[config.mk]
export PLATFORM = sky130hd
export DESIGN_NAME = alu_exec_ctrl
export DESIGN_NICKNAME = d
export VERILOG_FILES = /design/src/rtl/alu_exec_ctrl.sv
export SDC_FILE = /design/constraint.sdc
export NUM_CORES = 1
export LEC_CHECK = 0
export CAP_MARGIN = 20
export CORE_AREA = 2 2 132 134
export CTS_BUF_LIST = sky130_fd_sc_hd__clkbuf_4 sky130_fd_sc_hd__clkbuf_8 sky130_fd_sc_hd__clkbuf_16
export CTS_CLUSTER_DIAMETER = 80
export DETAILED_ROUTE_END_ITERATION = 10
export DIE_AREA = 0 0 134 136
export GPL_TIMING_DRIVEN = 0
export PLACE_DENSITY = 0.78
export SYNTH_ARGS = -nofsm -noshare
export SYNTH_HDL_FRONTEND = slang
export SYNTH_SLANG_ARGS = --single-unit
[constraint.sdc]
create_clock -name clk -period 5.49 [get_ports clk]
set_clock_uncertainty 0.05 [all_clocks]
set_input_delay 1.3725 -clock clk [delete_from_list [all_inputs] [get_ports clk]]
set_output_delay 1.3725 -clock clk [all_outputs]
set_load 0.03 [all_outputs]
[src/rtl/alu_exec_ctrl.sv]
// Execute-stage sequencer: issues one decoded instruction to a single-cycle ALU op unit,
// captures its result and flags, owns the architectural N/Z/C register, and hands the result to writeback.
module alu_exec_ctrl #(
  parameter int N_OPS  = 8,
  parameter int OP_W   = 3,
  parameter int OP_LAT = 1
) (
  input  logic                 clk,
  input  logic                 rst,
  input  logic                 in_valid,
  output logic                 in_ready,
  input  logic [OP_W-1:0]      in_op,
  input  logic                 in_s,
  input  logic [3:0]           in_rd_idx,
  input  logic                 flush,
  output logic [N_OPS-1:0]     en_inst,
  input  logic [32*N_OPS-1:0]  op_rd,
  input  logic [3*N_OPS-1:0]   op_flags,
  output logic                 flag_n,
  output logic                 flag_z,
  output logic                 flag_c,
  output logic                 out_valid,
  input  logic                 out_ready,
  output logic [31:0]          out_rd,
  output logic [3:0]           out_rd_idx,
  output logic                 out_err
);

  localparam int CNT_W = $clog2(OP_LAT + 1);

  typedef enum logic [1:0] {S_IDLE, S_ISSUE, S_DONE} state_t;

  state_t           r_state;
  state_t           w_next;
  logic [OP_W-1:0]  r_op;
  logic             r_s;
  logic [3:0]       r_rd_idx;
  logic [CNT_W-1:0] r_cnt;
  logic [31:0]      r_rd;
  logic [3:0]       r_out_idx;
  logic             r_err;
  logic [2:0]       r_flags;

  logic             w_accept;
  logic             w_legal;
  logic             w_capture;
  logic [N_OPS-1:0] w_onehot;
  logic [31:0]      w_sel_rd;
  logic [2:0]       w_sel_flags;

  assign in_ready  = (r_state == S_IDLE) && !flush;
  assign w_accept  = in_valid && in_ready;
  assign w_legal   = int'(in_op) < N_OPS;
  assign w_capture = (r_state == S_ISSUE) && (r_cnt == '0) && !flush;

  // Decode of the latched op: one-hot enable plus the selected unit's result/flag slices.
  always_comb begin
    w_onehot    = '0;
    w_sel_rd    = '0;
    w_sel_flags = '0;
    for (int i = 0; i < N_OPS; i++) begin
      if (int'(r_op) == i) begin
        w_onehot[i] = 1'b1;
        w_sel_rd    = op_rd[32*i +: 32];
        w_sel_flags = op_flags[3*i +: 3];
      end
    end
  end

  always_ff @(posedge clk or negedge rst) begin
    if (!rst) r_state <= S_IDLE;
    else      r_state <= w_next;
  end

  always_comb begin
    w_next = r_state;
    case (r_state)
      S_IDLE:  if (w_accept) w_next = w_legal ? S_ISSUE : S_DONE;
      S_ISSUE: if (r_cnt == '0) w_next = S_DONE;
      S_DONE:  if (out_ready) w_next = S_IDLE;
      default: w_next = S_IDLE;
    endcase
    if (flush) w_next = S_IDLE;
  end

  // Illegal ops skip the unit entirely and report an error result; flags only move on a clean capture.
  always_ff @(posedge clk or negedge rst) begin
    if (!rst) begin
      r_op      <= '0;
      r_s       <= 1'b0;
      r_rd_idx  <= '0;
      r_cnt     <= '0;
      r_rd      <= '0;
      r_out_idx <= '0;
      r_err     <= 1'b0;
      r_flags   <= '0;
    end else begin
      if (w_accept) begin
        r_op     <= in_op;
        r_s      <= in_s;
        r_rd_idx <= in_rd_idx;
        r_cnt    <= CNT_W'(OP_LAT);
        if (!w_legal) begin
          r_rd      <= '0;
          r_out_idx <= in_rd_idx;
          r_err     <= 1'b1;
        end
      end
      if ((r_state == S_ISSUE) && !flush && (r_cnt != '0)) r_cnt <= r_cnt - 1'b1;
      if (w_capture) begin
        r_rd      <= w_sel_rd;
        r_out_idx <= r_rd_idx;
        r_err     <= 1'b0;
        if (r_s) r_flags <= w_sel_flags;
      end
    end
  end

  assign en_inst    = (r_state == S_ISSUE) ? w_onehot : '0;
  assign out_valid  = (r_state == S_DONE);
  assign out_rd     = r_rd;
  assign out_rd_idx = r_out_idx;
  assign out_err    = r_err;
  assign flag_n     = r_flags[2];
  assign flag_z     = r_flags[1];
  assign flag_c     = r_flags[0];

endmodule

==> qor.yml <==
whs_ps: 422
min_period_over_period: 0.809
die_area_um2: 18200
rr_endpoint: "out_rd[3]$_DFFE_PN0P_"
clock_path_buffers: 2
placed_cells: 1160
synthFlopType: "dfrtp_1"
vias_per_cell: 5.48
ys_ff_latch: 50
grt_pass1_wl_um: 38200
arrival_ps: 3020
netlist_area_um2: 4640
row_count: 48
final.fill_count: 1645
num_vias: 6406
r2r_start: "r_op[0]$_DFFE_PN0P_"
startpoint_type: "flip-flop"
grt_use_met2: 0.501
n_antenna_cell: 0
design.core.area_um2: 16900
clock-sinks: 50
start_util: 0.275
tightestPinTransition_ps: 805
portBuffers: 341
pin_count: 343
drtAntennaViolNets: 0
worstHoldStart: "r_rd_idx[0]$_DFFE_PN0P_"
clk_pin_slew_ps: 80
avgSynthCellArea_um2: 7.83
postCtsResizedCells: 0
antenna_found_initial: 0
path_class: "reg -> out"
drive_gt1_frac: 0.0774
finalWorstSetupSlack_ps: 1050
finalSetupViolations: 0
min_period_ps: 4440
cts_setup_buffers: 0
syn2layout_area_growth_pct: 83.0
grt_pass1_vias: 6634
fp.dieH_um: 136
cts.htree.levels: 2
root_buffer: "clkbuf_16"
clkLatencyLatePin_ps: 310
min_path_type: "reg -> reg"
required_ps: 4070
synth.net_count: 886
numCtsBuffers: 5
wirelength_um: 26500
fin_nets: 1235
first_pass_iters: 5
p_per_area_nw_per_um2: 330
overflow: 0
synthArstFlopShare: 1.00
die_w_um: 134
hold_path_end: "out_rd_idx[0]$_DFFE_PN0P_"
synth_cell_types: 47
finalNonFillerCells: 1168
grt_usage: 0.278
crit_path_end_kind: "output port"
maxCapViolCount: 0
vdd_drop_max_mv: 0.141
synth_edf_count: 0
place.gp.congestion: 0.985
timing.slew.headroom: 0.463
multi_input_area_um2: 3070
drc: 0
grt_most_used_layer: "met2"
ys_seq_area_frac: 0.269
reg2reg_slack_ps: 3020
drv_slew: 0
dp_hpwl_um: 21100
max_freq_ghz: 0.225
grt_max_degree: 32
rsz0062_at_grt: "no"
drt-initial-drc-count: 431
status: "completed"
leakage_nw: 3.18
cts_tree: "built"
reg2regPathDepth: 6
gr-usage-met3: 0.0686
preCtsSetupSlack_ps: 1170
synthCells: 593
register_area_um2: 1250
met1_usage: 0.324
holdPathStages: 2
fin_setup_tns_ps: 0
wire_per_inst_um: 22.7
critPathMaxFanout: 10
finalHoldViolations: 0
cts_hold_buf: 0
yosysWarnings: 0
==> registers in the layout, summed over array words and instances (netlist names) <==
signal and cells:
r_cnt 1, r_state 2, r_op 3, out_rd 32, r_rd_idx 4, r_flags 3, out_rd_idx 4, r_s 1
==> cells in the mapped netlist (all sizes together) (2+ instances only) <==
| cell type | count | share of area |
|---|---|---|
| and2 | 4 | 0.0054 |
| o21ai | 45 | 0.048 |
| nand3 | 2 | 0.0022 |
| a31oi | 46 | 0.062 |
| o22ai | 23 | 0.031 |
| a211oi | 11 | 0.018 |
| nor4b | 3 | 0.0089 |
| o311ai | 9 | 0.017 |
| and3 | 10 | 0.013 |
| a21boi | 10 | 0.016 |
| nor2 | 33 | 0.027 |
| and3b | 18 | 0.034 |
| o2bb2ai | 22 | 0.041 |
| a221o | 11 | 0.024 |
| nor3 | 5 | 0.0054 |
| clkbuf | 41 | 0.033 |
| nand2b | 10 | 0.013 |
| nor2b | 15 | 0.020 |
| buf | 28 | 0.034 |
| mux2i | 4 | 0.0086 |
| mux2 | 31 | 0.075 |
| a21oi | 58 | 0.063 |
| nand2 | 39 | 0.032 |
| dfrtp | 50 | 0.27 |
| inv | 3 | 0.0024 |
| a22oi | 2 | 0.0032 |
| or3 | 22 | 0.030 |
| nor3b | 23 | 0.037 |
==> layout make-up <==
class | instances | share of cell area
buffer | 69 | 0.0365
clock buffer | 5 | 0.0147
clock inverter | 3 | 0.00250
inverter | 3 | 0.00132
multi-input combinational | 471 | 0.361
sequential | 50 | 0.147
tap | 225 | 0.0331
timing repair buffer | 342 | 0.403
==> worst max-delay path by stage <==
stage               slack [ps]           startpoint          to  depth (start not counted)
global route               870  r_op[0]$_DFFE_PN0P_  en_inst[1]                          5
CTS                       1030  r_op[0]$_DFFE_PN0P_  en_inst[1]                          5
floorplan                 1930  r_op[0]$_DFFE_PN0P_  en_inst[1]                          4
detailed placement        1170                flush    in_ready                          3
global placement          1180                flush    in_ready                          3
finish                    1050  r_op[0]$_DFFE_PN0P_  en_inst[1]                          5
==> report_power, final <==
group	internal [mW]	switching, mW
clock network	0.170	0.164
logic	0.797	1.04
registers	0.528	0.0999
total	1.50	1.31
==> layer usage <==
layer / vias to the layer above / wire length [um]
met3: 45 / 2440
met5: - / 0
met4: 0 / 716
li1: 2942 / -
met1: 3019 / 10100
met2: 400 / 13200
==> layout by cell type (no fill, tap or decap), drive strengths merged, types with 4 or more instances in the layout <==
cell type      synthesis  routed
a31oi                 46      46
mux2i                  4       4
nand2b                10      10
mux2                  31      31
o21ai                 45      45
or3                   22      22
a221o                 11      11
clkbuf                41      46
nor3b                 23      23
nor3                   5       5
nor2                  33      33
a21oi                 58      58
a21boi                10      10
nand2                 39      39
dfrtp                 50      50
buf                   28      30
clkdlybuf4s50          0     340
o311ai                 9       9
and3b                 18      18
o2bb2ai               22      22
and2                   4       4
nor2b                 15      15
a211oi                11      11
and3                  10      10
o22ai                 23      23
==> stage by stage <==
| stage | utilization | power [mW] | cell area (um^2) |
|---|---|---|---|
| CTS | 0.504 | 2.79 | 8500 |
| detailed placement | 0.495 | 2.46 | 8350 |
| floorplan | - | 1.61 | 4640 |
| global route | 0.504 | 2.94 | 8500 |
| finish | 0.504 | 2.80 | 8500 |
| global placement | 0.494 | 2.44 | 8340 |
==> kinds of logic (layout without fill, tap and decap cells) <==
| family | after synthesis | in the layout | synth area share |
|---|---|---|---|
| simple gates | 192 | 192 | 0.242 |
| compound gates | 243 | 243 | 0.334 |
| mux | 35 | 35 | 0.0838 |
| buf+inv | 72 | 422 | 0.0692 |
| flops | 50 | 50 | 0.269 |
| other cells | 1 | 1 | 0.000807 |
==> critical path, stage by stage, from the launching register on <==
cell and delay (ps):
dfrtp_1 450, buf_2 250, clkbuf_1 470, clkbuf_1 470, nor4b_1 340, clkdlybuf4s50_1 730
Power figures use the tool's default switching activity.
